## config.mk

```make
export PLATFORM = sky130hd
export DESIGN_NAME = voice_mixer
export DESIGN_NICKNAME = d
export VERILOG_FILES = /design/src/rtl/voice_mixer_pkg.sv /design/src/rtl/mixer_tick_gen.sv /design/src/rtl/voice_mixer.sv
export SDC_FILE = /design/constraint.sdc
export NUM_CORES = 1
export LEC_CHECK = 0
export BUFFER_PORTS_ARGS = -buffer_cell sky130_fd_sc_hd__buf_2
export CORE_UTILIZATION = 45
export DETAILED_ROUTE_END_ITERATION = 12
export PLACE_DENSITY = 0.66
export SYNTH_ARGS = -nofsm -noshare
export SYNTH_HDL_FRONTEND = slang
export SYNTH_SLANG_ARGS = --single-unit
```

## constraint.sdc

```tcl
create_clock -name clk_in -period 23.5 [get_ports clk_in]
set_input_delay 1.175 -clock clk_in [delete_from_list [all_inputs] [get_ports clk_in]]
set_output_delay 1.175 -clock clk_in [all_outputs]
set_load 0.005 [all_outputs]
```

## src/rtl/voice_mixer_pkg.sv

```systemverilog
`default_nettype none
// ============================================================================
// Module   : voice_mixer_pkg
// Purpose  : Shared constants, FSM state encoding and the gain-ramp helper
//            for the voice mixer and its tick generator.
// Ports    : none (package)
// Config   : ramp_toward() is only referenced when VOICE_MIXER_RAMP_EN is set.
// Revision : 1.0 - initial release
// ============================================================================
package voice_mixer_pkg;

  localparam int SAMPLE_W = 8;
  localparam int GAIN_W   = 8;
  // gain (0..255) * centred sample (-128..127) spans -32640..32385
  localparam int PROD_W   = 17;

  localparam logic [SAMPLE_W-1:0] MIDPOINT = 8'd128;

  typedef logic [1:0] state_t;
  localparam state_t ST_IDLE  = 2'd0;
  localparam state_t ST_ACCUM = 2'd1;
  localparam state_t ST_SCALE = 2'd2;
  localparam state_t ST_EMIT  = 2'd3;

  // Move cur toward tgt by at most step, never overshooting the target.
  function automatic logic [GAIN_W-1:0] ramp_toward(
    input logic [GAIN_W-1:0] cur,
    input logic [GAIN_W-1:0] tgt,
    input logic [GAIN_W-1:0] step
  );
    logic [GAIN_W-1:0] nxt;
    if (cur < tgt)
      nxt = ((tgt - cur) > step) ? (cur + step) : tgt;
    else if (cur > tgt)
      nxt = ((cur - tgt) > step) ? (cur - step) : tgt;
    else
      nxt = cur;
    return nxt;
  endfunction

endpackage : voice_mixer_pkg
`default_nettype wire

```

## src/rtl/mixer_tick_gen.sv

```systemverilog
`default_nettype none
// ============================================================================
// Module   : mixer_tick_gen
// Purpose  : Free-running 0..SAMPLE_PERIOD-1 counter; tick_out is high for
//            the one cycle in which the counter has just wrapped to 0.
// Ports    : clk_in   - clock
//            rst_in   - asynchronous active-high reset
//            tick_out - one-cycle sample-rate strobe
// Revision : 1.0 - initial release
// ============================================================================
module mixer_tick_gen
  import voice_mixer_pkg::*;
#(
  parameter int SAMPLE_PERIOD = 4536
) (
  input  logic clk_in,
  input  logic rst_in,
  output logic tick_out
);

  localparam int CNT_W = (SAMPLE_PERIOD > 1) ? $clog2(SAMPLE_PERIOD) : 1;
  localparam logic [CNT_W-1:0] LAST = CNT_W'(SAMPLE_PERIOD - 1);

  logic [CNT_W-1:0] count;

  always_ff @(posedge clk_in or posedge rst_in) begin
    if (rst_in) begin
      count    <= '0;
      tick_out <= 1'b0;
    end else begin
      count    <= (count == LAST) ? '0 : count + 1'b1;
      tick_out <= (count == LAST);
    end
  end

endmodule : mixer_tick_gen
`default_nettype wire

```

## src/rtl/voice_mixer.sv

```systemverilog
`default_nettype none
// ============================================================================
// Module   : voice_mixer
// Purpose  : Mixes NUM_VOICES offset-binary voices into one 8-bit PWM sample
//            per tick, one voice multiply-accumulate per cycle.
// Ports    : clk_in, rst_in (async, active-high)
//            voice_update_in / voice_valid_in / voice_velocity_in - gain load
//            voice_sample_in    - per-voice oscillator samples
//            pwm_data_out       - mixed sample (held between pulses)
//            pwm_data_ready_out - one-cycle strobe with each new sample
//            active_count_out   - voices with nonzero gain
//            clip_out           - strobe with ready when the mix saturated
//            busy_out           - high in ACCUM, SCALE and EMIT
// Config   : VOICE_MIXER_RAMP_EN - gains slew toward target by RAMP_STEP
//            per emitted sample instead of jumping on latch.
// Revision : 1.0 - initial release
// ============================================================================
module voice_mixer
  import voice_mixer_pkg::*;
#(
  parameter int NUM_VOICES    = 8,
  parameter int SAMPLE_PERIOD = 4536,
  parameter int ATTEN_SHIFT   = 2,
  parameter int RAMP_STEP     = 4
) (
  input  logic                                     clk_in,
  input  logic                                     rst_in,
  input  logic                                     voice_update_in,
  input  logic [NUM_VOICES-1:0]                    voice_valid_in,
  input  logic [NUM_VOICES-1:0][GAIN_W-1:0]        voice_velocity_in,
  input  logic [NUM_VOICES-1:0][SAMPLE_W-1:0]      voice_sample_in,
  output logic [SAMPLE_W-1:0]                      pwm_data_out,
  output logic                                     pwm_data_ready_out,
  output logic [$clog2(NUM_VOICES+1)-1:0]          active_count_out,
  output logic                                     clip_out,
  output logic                                     busy_out
);

  localparam int IDX_W = $clog2(NUM_VOICES);
  localparam int ACC_W = PROD_W + $clog2(NUM_VOICES);
  localparam int CNT_W = $clog2(NUM_VOICES + 1);
  localparam logic [IDX_W-1:0]        LAST_IDX = IDX_W'(NUM_VOICES - 1);
  localparam logic signed [ACC_W:0]   MID_EXT  = (ACC_W + 1)'(MIDPOINT);

  generate
    if (SAMPLE_PERIOD < NUM_VOICES + 3) begin : g_period_check
      $error("voice_mixer: SAMPLE_PERIOD must be at least NUM_VOICES+3");
    end
    if (NUM_VOICES < 2 || NUM_VOICES > 16) begin : g_voices_check
      $error("voice_mixer: NUM_VOICES must be in 2..16");
    end
    if (RAMP_STEP < 1 || RAMP_STEP > 255) begin : g_step_check
      $error("voice_mixer: RAMP_STEP must be in 1..255");
    end
  endgenerate

  state_t                              state;
  logic                                tick;
  logic [IDX_W-1:0]                    idx;
  logic signed [ACC_W-1:0]             acc;
  logic [NUM_VOICES-1:0][SAMPLE_W-1:0] snap;
  logic [NUM_VOICES-1:0][GAIN_W-1:0]   gain;

  logic                                pend;
  logic [NUM_VOICES-1:0]               pend_valid;
  logic [NUM_VOICES-1:0][GAIN_W-1:0]   pend_vel;

  mixer_tick_gen #(
    .SAMPLE_PERIOD (SAMPLE_PERIOD)
  ) u_tick (
    .clk_in   (clk_in),
    .rst_in   (rst_in),
    .tick_out (tick)
  );

  assign busy_out = (state != ST_IDLE);

  // ---------------------------------------------------------------- MAC path
  logic signed [SAMPLE_W:0]             cur_diff;
  logic signed [GAIN_W:0]               cur_gain;
  logic signed [SAMPLE_W+GAIN_W+1:0]    full_prod;
  logic [PROD_W-1:0]                    cur_prod;

  always_comb begin
    cur_diff  = $signed({1'b0, snap[idx]}) - $signed({1'b0, MIDPOINT});
    cur_gain  = $signed({1'b0, gain[idx]});
    full_prod = cur_gain * cur_diff;
    cur_prod  = (gain[idx] != '0) ? full_prod[PROD_W-1:0] : '0;
  end

  // -------------------------------------------------------------- scale/sat
  logic signed [ACC_W-1:0] shifted;
  logic signed [ACC_W:0]   biased;
  logic                    sat_lo;
  logic                    sat_hi;
  logic [SAMPLE_W-1:0]     scaled;

  always_comb begin
    shifted = acc >>> (7 + ATTEN_SHIFT);
    biased  = $signed({shifted[ACC_W-1], shifted}) + MID_EXT;
    sat_lo  = biased[ACC_W];
    sat_hi  = !biased[ACC_W] && (|biased[ACC_W-1:SAMPLE_W]);
    scaled  = sat_lo ? '0 : (sat_hi ? '1 : biased[SAMPLE_W-1:0]);
  end

  // -------------------------------------------------------------------- FSM
  always_ff @(posedge clk_in or posedge rst_in) begin
    if (rst_in) begin
      state              <= ST_IDLE;
      idx                <= '0;
      acc                <= '0;
      snap               <= '0;
      pwm_data_out       <= MIDPOINT;
      pwm_data_ready_out <= 1'b0;
      clip_out           <= 1'b0;
    end else begin
      pwm_data_ready_out <= 1'b0;
      clip_out           <= 1'b0;
      case (state)
        ST_IDLE: begin
          if (tick) begin
            state <= ST_ACCUM;
            snap  <= voice_sample_in;
            acc   <= '0;
            idx   <= '0;
          end
        end
        ST_ACCUM: begin
          acc <= acc + $signed({{(ACC_W-PROD_W){cur_prod[PROD_W-1]}}, cur_prod});
          if (idx == LAST_IDX) state <= ST_SCALE;
          else                 idx   <= idx + 1'b1;
        end
        ST_SCALE: begin
          // Output registers load as EMIT is entered so the strobe and the
          // new sample are visible during the EMIT cycle.
          pwm_data_out       <= scaled;
          pwm_data_ready_out <= 1'b1;
          clip_out           <= sat_lo | sat_hi;
          state              <= ST_EMIT;
        end
        ST_EMIT:  state <= ST_IDLE;
        default:  state <= ST_IDLE;
      endcase
    end
  end

  // ------------------------------------------------------- gain load control
  // Gains are frozen while busy; an update seen in ACCUM/SCALE is parked and
  // applied on the EMIT edge. An update arriving in EMIT itself is newer than
  // anything parked, so it wins.
  logic                              apply_upd;
  logic [NUM_VOICES-1:0]             apply_valid;
  logic [NUM_VOICES-1:0][GAIN_W-1:0] apply_vel;

  always_comb begin
    apply_upd   = 1'b0;
    apply_valid = voice_valid_in;
    apply_vel   = voice_velocity_in;
    if (voice_update_in && (state == ST_IDLE || state == ST_EMIT)) begin
      apply_upd = 1'b1;
    end else if (state == ST_EMIT && pend) begin
      apply_upd   = 1'b1;
      apply_valid = pend_valid;
      apply_vel   = pend_vel;
    end
  end

  always_ff @(posedge clk_in or posedge rst_in) begin
    if (rst_in) begin
      pend       <= 1'b0;
      pend_valid <= '0;
      pend_vel   <= '0;
    end else if (voice_update_in && (state == ST_ACCUM || state == ST_SCALE)) begin
      pend       <= 1'b1;
      pend_valid <= voice_valid_in;
      pend_vel   <= voice_velocity_in;
    end else if (state == ST_EMIT) begin
      pend <= 1'b0;
    end
  end

`ifdef VOICE_MIXER_RAMP_EN
  logic [NUM_VOICES-1:0][GAIN_W-1:0] target;

  always_ff @(posedge clk_in or posedge rst_in) begin
    if (rst_in) begin
      target <= '0;
      gain   <= '0;
    end else begin
      for (int i = 0; i < NUM_VOICES; i++) begin
        if (apply_upd)
          target[i] <= apply_valid[i] ? apply_vel[i] : '0;
        if (state == ST_EMIT)
          gain[i] <= ramp_toward(gain[i], target[i], GAIN_W'(RAMP_STEP));
      end
    end
  end
`else
  always_ff @(posedge clk_in or posedge rst_in) begin
    if (rst_in) begin
      gain <= '0;
    end else if (apply_upd) begin
      for (int i = 0; i < NUM_VOICES; i++)
        gain[i] <= apply_valid[i] ? apply_vel[i] : '0;
    end
  end
`endif

  // ------------------------------------------------------------ active count
  logic [CNT_W-1:0] nz_count;

  always_comb begin
    nz_count = '0;
    for (int i = 0; i < NUM_VOICES; i++)
      nz_count = nz_count + CNT_W'(gain[i] != '0);
  end

  always_ff @(posedge clk_in or posedge rst_in) begin
    if (rst_in) active_count_out <= '0;
    else        active_count_out <= nz_count;
  end

endmodule : voice_mixer
`default_nettype wire
```

Yosys cells after proc, flatten, opt, wreduce, memory -nomap -nowiden
Cells that the tools add are included.

word-level totals
  bits in registers = 254
  output and inout bits = 15
  word-level logic and storage cells = 117

operators by class
  add/sub/neg operators = 12
  multiply operators = 1
  magnitude comparators = 1
  eq/ne operators = 8
  muxes and demuxes = 34
  bitwise gates (word level) = 1
  reductions and logical operators = 25

operator list
  operator               number
  $mux 64                2
  $mux 8                 14
  $reduce_bool 8->1      9
  $bmux 8 s3             2
  $pmux 20 s2            1
  $add 20x17->20         1
  $mux 20                1
  $mul 9x9->17           1
  $mux 17                1
  $add 4x1->4            4
  $add 13x1->13 const B  1
  $eq 13x13->1 const B   1
  $mux 13                1
  $add 11x9->12 const B  1
  $reduce_or 12->1       1
  $sub 8x8->9 const B    1
  $pmux 2 s4             1
  $mux 1                 6
  $mux 3                 2
  $pmux 3 s2             1
  $reduce_and 2->1       3
  $reduce_bool 2->1      3
  $add 3x1->4            1
  $eq 2x2->1 const B     2
  other kinds (15)       21

Logic depth before layout (Yosys ltp)
  depth in word-level cells = 8
  depth in mapped cells = 36
  gate-level depth less buffers = 33

Cells and area by module
Synthesis repeated with hierarchy kept, for this count alone.

second synthesis, totals
  cell total of the unflattened synthesis = 1316
  area, all modules = 14946.8 um^2

modules (own cells, without submodules)
  module          instances  cells an instance  area an instance (um^2)  seq. area each (um^2)
  voice_mixer     1          1253               14273.7                  6007.0
  mixer_tick_gen  1          63                 673.1                    350.3

Least setup slack after synthesis
OpenSTA, ideal clock, no wires.

  kind = register to register
  start = register idx[0]
  end = register acc[19]
  library setup time = 0.121 ns
  arrival time = 7.939 ns
  setup slack = 15.440 ns
  cell stages (with the launch flop) = 35
  path through = dfrtp_1 > buf_6 > buf_6 > buf_1 > mux4_2 > mux2i_1 > nor2_1 > fa_1 > inv_1 > fa_1 > inv_1 > fa_1 > fa_1 > inv_1 > fa_1 > inv_1 > ha_1 > o21ai_0 > a21boi_1 > o21ai_0 > a21boi_1 > o21ai_0 > a21boi_1 > o21ai_0 > a21oi_1 > nor3b_1 > ha_1 > a211o_1 > nor3_1 > a211oi_1 > nand3_1 > o2111ai_2 > xnor2_1 > o21bai_1 > a22o_1

between the ends
  cells in the longest elaborated chain, start to end = 7
  elaborated cells between the ends (all ways) = 10
  those cells by class = add/sub (2); mul (1); mux (6); reduce/logical (1)

ends and longest elaborated chain
  element                       RTL line            source
  start, declared               voice_mixer.sv:59   logic [IDX_W-1:0] idx;
  start signal, assigned        voice_mixer.sv:131  else idx <= idx + 1'b1;
  $bmux 8 s3                    voice_mixer.sv:85   cur_diff = $signed({1'b0, snap[idx]}) - $signed({1'b0, MIDPOINT});
  $mux 8 (not written as such)  voice_mixer.sv:85
  $sub 8x8->9                   voice_mixer.sv:85
  $mul 9x9->17                  voice_mixer.sv:87   full_prod = cur_gain * cur_diff;
  $mux 17 (*)                   voice_mixer.sv:88   cur_prod = (gain[idx] != '0) ? full_prod[PROD_W-1:0] : '0;
  $add 20x17->20 (*)            voice_mixer.sv:129  acc <= acc + $signed({{(ACC_W-PROD_W){cur_prod[PROD_W-1]}}, cur_prod});
  $pmux 20 s2 (*)               voice_mixer.sv:119  case (state)
  end signal, assigned          voice_mixer.sv:129
  end, declared                 voice_mixer.sv:60   logic signed [ACC_W-1:0] acc;

Mark *: on every way between the ends. The rest lies on a longest branch, timed or not. The select of a mux whose other input is x is not followed.
A chain may end at the register's enable or synchronous reset.

Final worst setup path
Ends and elaborated chain as after synthesis.

==> results.yml <==
floorplanning:
  die-area_um2: 33800
  die_w_um: 184
  coreArea_um2: 32500
  rows: 66
  boundaryPins: 154
  start_util: 0.457
  die_h_um: 184
power:
  vdd_ir_drop_max_mv: 0.0662
  power_switching_uw: 338
  p_leak_uw: 0.00806
  p_int_uw: 832
  p_clk_frac: 0.386
  p_seq_frac: 0.402
  p_sw_frac: 0.289
  p_per_area_nw_per_um2: 68.6
  pwr-share-comb: 0.212
placed_design:
  dpl.hpwl_um: 24900
  globalplace.congestion: 0.930
  io_buffers: 153
  dp_slack_ns: 14.79
  dpl_cell_area_um2: 16100
layout:
  ff_latch_area_um2: 6360
  drive_gt1_frac: 0.279
  multiInputGateArea_um2: 8020
  syn_to_final_growth_pct: 14.7
  design_area_um2: 17100
  fillCellCount: 2918
  fin_nets: 1705
synth:
  syn-num-nets: 1560
  yosysWarningCount: 0
  ys.flop_type: "dfrtp_1"
  synth_area_per_cell_um2: 11.5
  yosysSeqAreaShare: 0.428
  synth_area_um2: 14900
  synth.distinct_cells: 68
  synth.ff_latch_count: 254
  synth_edf_count: 0
  async_reset_ff_frac: 1.00
  synthCells: 1295
clock_tree:
  cts_made_buffers: 28
  h-tree-depth: 1
  clk_pin_slew_ns: 0.06
  cts_sinks: 254
  cts_hold_buf: 0
  cts_tree: "done"
  cts_root_buf: "clkbuf_16"
  post_cts_buffers: 0
  clk_path_buf_depth: 3
  insertion_delay_ns: 0.57
  cts_resized: 0
detailed_routing:
  vias_per_cell: 5.45
  drt_iter0_markers: 656
  postRouteAntennaNets: 0
  vias: 10400
  route.detailed.drc: 0
  firstDrtPassIters: 5
  routed_wl_um: 33400
  wl_per_cell_um: 17.5
sta:
  fin_crit_ns: 8.68
  skew_ns: 0.0369
  hold_viol: 0
  slew_headroom: 0.280
  finalCritPeriodShare: 0.369
  rsz0062_at_grt: "false"
  worst_pin_slew_ns: 1.07
  fmax_mhz: 115
  setup_violations: 0
  fin_setup_tns_ns: 0
  maxSlewViolCount: 0
  layout_setup_ws_ns: 14.82
critical_path:
  path_common_cell: "fa_1"
  worstPathMaxFanout: 35
  max_stage_delay_ns: 1.06
  required_ns: 23.93
  worstSetupStartpointType: "flop"
  cp-end-kind: "flop"
  crit_slowest_cell: "dfrtp_2"
  crit_arrival_ns: 9.11
  path_class: "flop to flop"
global_route:
  grt_start_max_net_pins: 117
  grt_overflow: 0
  first_global_vias: 10500
  grt_first_pass_wirelength_um: 54100
  track_usage: 0.201
  antenna_found_initial: 1
min_path:
  hold_path_class: "flop to flop"
flow_run:
  maxCapViolations: 0
outcome:
  status: "finished clean"
==> through the flow <==
step | power (uW) | cells | hold WS, ns | utilization
CTS | 1180 | 1903 | 0.464 | 0.524
floorplan | 653 | 1295 | 0.432 | -
global route | 1230 | 1903 | 0.493 | 0.524
finish | 1170 | 1904 | 0.463 | 0.524
global placement | 724 | 1852 | 0.446 | 0.495
detailed placement | 727 | 1852 | 0.456 | 0.495
==> path summary, 6_finish.rpt <==
path	from	cells past startpoint	to	slack, ns
setup / recovery	idx[0]	31	acc[19]	14.82
setup reg to reg	idx[0]	31	acc[19]	14.82
hold reg to reg	u_tick.count[0]	1	u_tick.count[0]	0.46
max in group asynchronous	rst_in	3	snap[23]	21.27
hold / removal	u_tick.count[0]	1	u_tick.count[0]	0.46
min in group asynchronous	rst_in	2	active_count_out[3]	0.72
==> cell type report <==
cell class	count	share of cell area
clock inverter	12	0.00843
multi-input combinational	910	0.470
sequential	254	0.373
timing repair buffer	163	0.0493
antenna	1	0.000147
clock buffer	39	0.0482
inverter	83	0.0187
tap	442	0.0324
==> synthesized netlist by cell type (3+ instances only) <==
cell | count | area, um2
dfrtp_1 | 253 | 6330
mux2_2 | 141 | 1590
nand2_1 | 120 | 450
inv_1 | 82 | 308
ha_1 | 78 | 976
mux2i_1 | 77 | 771
nor2_1 | 73 | 274
o21ai_0 | 70 | 350
fa_1 | 48 | 961
clkbuf_1 | 41 | 154
mux4_2 | 30 | 676
o21ai_1 | 23 | 115
nand2b_1 | 22 | 138
nor2b_1 | 22 | 138
xnor2_1 | 19 | 166
a21oi_1 | 17 | 85.1
nand3_1 | 16 | 80.1
a21o_1 | 12 | 90.1
nor3_1 | 12 | 60.1
nor4_1 | 12 | 75.1
xor2_1 | 12 | 105
a22oi_1 | 11 | 82.6
a32oi_1 | 10 | 87.6
a211oi_1 | 9 | 67.6
o22ai_1 | 8 | 50.1
or4_1 | 8 | 60.1
and3_1 | 5 | 31.3
or2_2 | 5 | 31.3
o21a_1 | 4 | 30.0
a21boi_1 | 3 | 22.5
a22o_1 | 3 | 26.3
buf_6 | 3 | 33.8
mux2i_4 | 3 | 67.6
o21bai_1 | 3 | 22.5
==> cell usage in the layout (no fill, tap or decap), types with 30 or more instances in the layout <==
master,synthesis,routed
nand2_1,120,118
inv_1,82,81
o21ai_0,70,70
buf_2,2,153
fa_1,48,48
mux2i_1,77,77
dfrtp_1,253,251
nor2_1,73,72
mux2_2,141,141
ha_1,78,78
mux4_2,30,30
==> registers in the layout, indices dropped and copies added, names as in the netlist, 2 cells and up <==
register and cells:
pend_vel 64, idx 3, gain 64, active_count_out 4
state 2, acc 20, pend_valid 8, pwm_data_out 8
snap 64, u_tick.count 13
==> cell families (layout without fill, tap and decap cells) <==
kind of cell    Yosys count  after routing  synth area share
mux                     253            253             0.211
simple gates            309            309            0.0974
buf+inv                 131            297            0.0350
fa+ha+maj               128            128             0.132
compound gates          188            188            0.0784
other cells               0              1                 0
flops                   254            254             0.428
xor+xnor                 32             32            0.0194
==> metal layers <==
layer  global-route usage  vias up  wire length, um
li1                     -     4871                -
met4               0.0627        2              980
met5                    0        -               13
met1                0.261     5197            14200
met2                0.347      249            16800
met3               0.0297       63             1460
==> power by group through the flow <==
| stage | clock, uW | sequential (uW) | combinational (uW) |
|---|---|---|---|
| 2_1_floorplan | 0 | 471 | 182 |
| 3_3_place_gp | 0 | 477 | 247 |
| 3_5_place_dp | 0 | 477 | 250 |
| 4_1_cts | 461 | 470 | 253 |
| 5_1_grt | 479 | 471 | 284 |
| 6_report | 452 | 470 | 248 |
==> worst max-delay path, delay by kind of cell, from the launching register on <==
family                   cells  cell delay, ns
multiplexers                 2            1.18
XOR/XNOR                     1            0.17
adder cells (fa/ha/maj)      7            3.14
AO/OA/AOI/OAI               13            2.25
AND/OR/NAND/NOR              4            0.55
flip-flops                   1            1.06
buffers and inverters        4            0.19
Note: power is estimated with default switching activity, not from simulation.
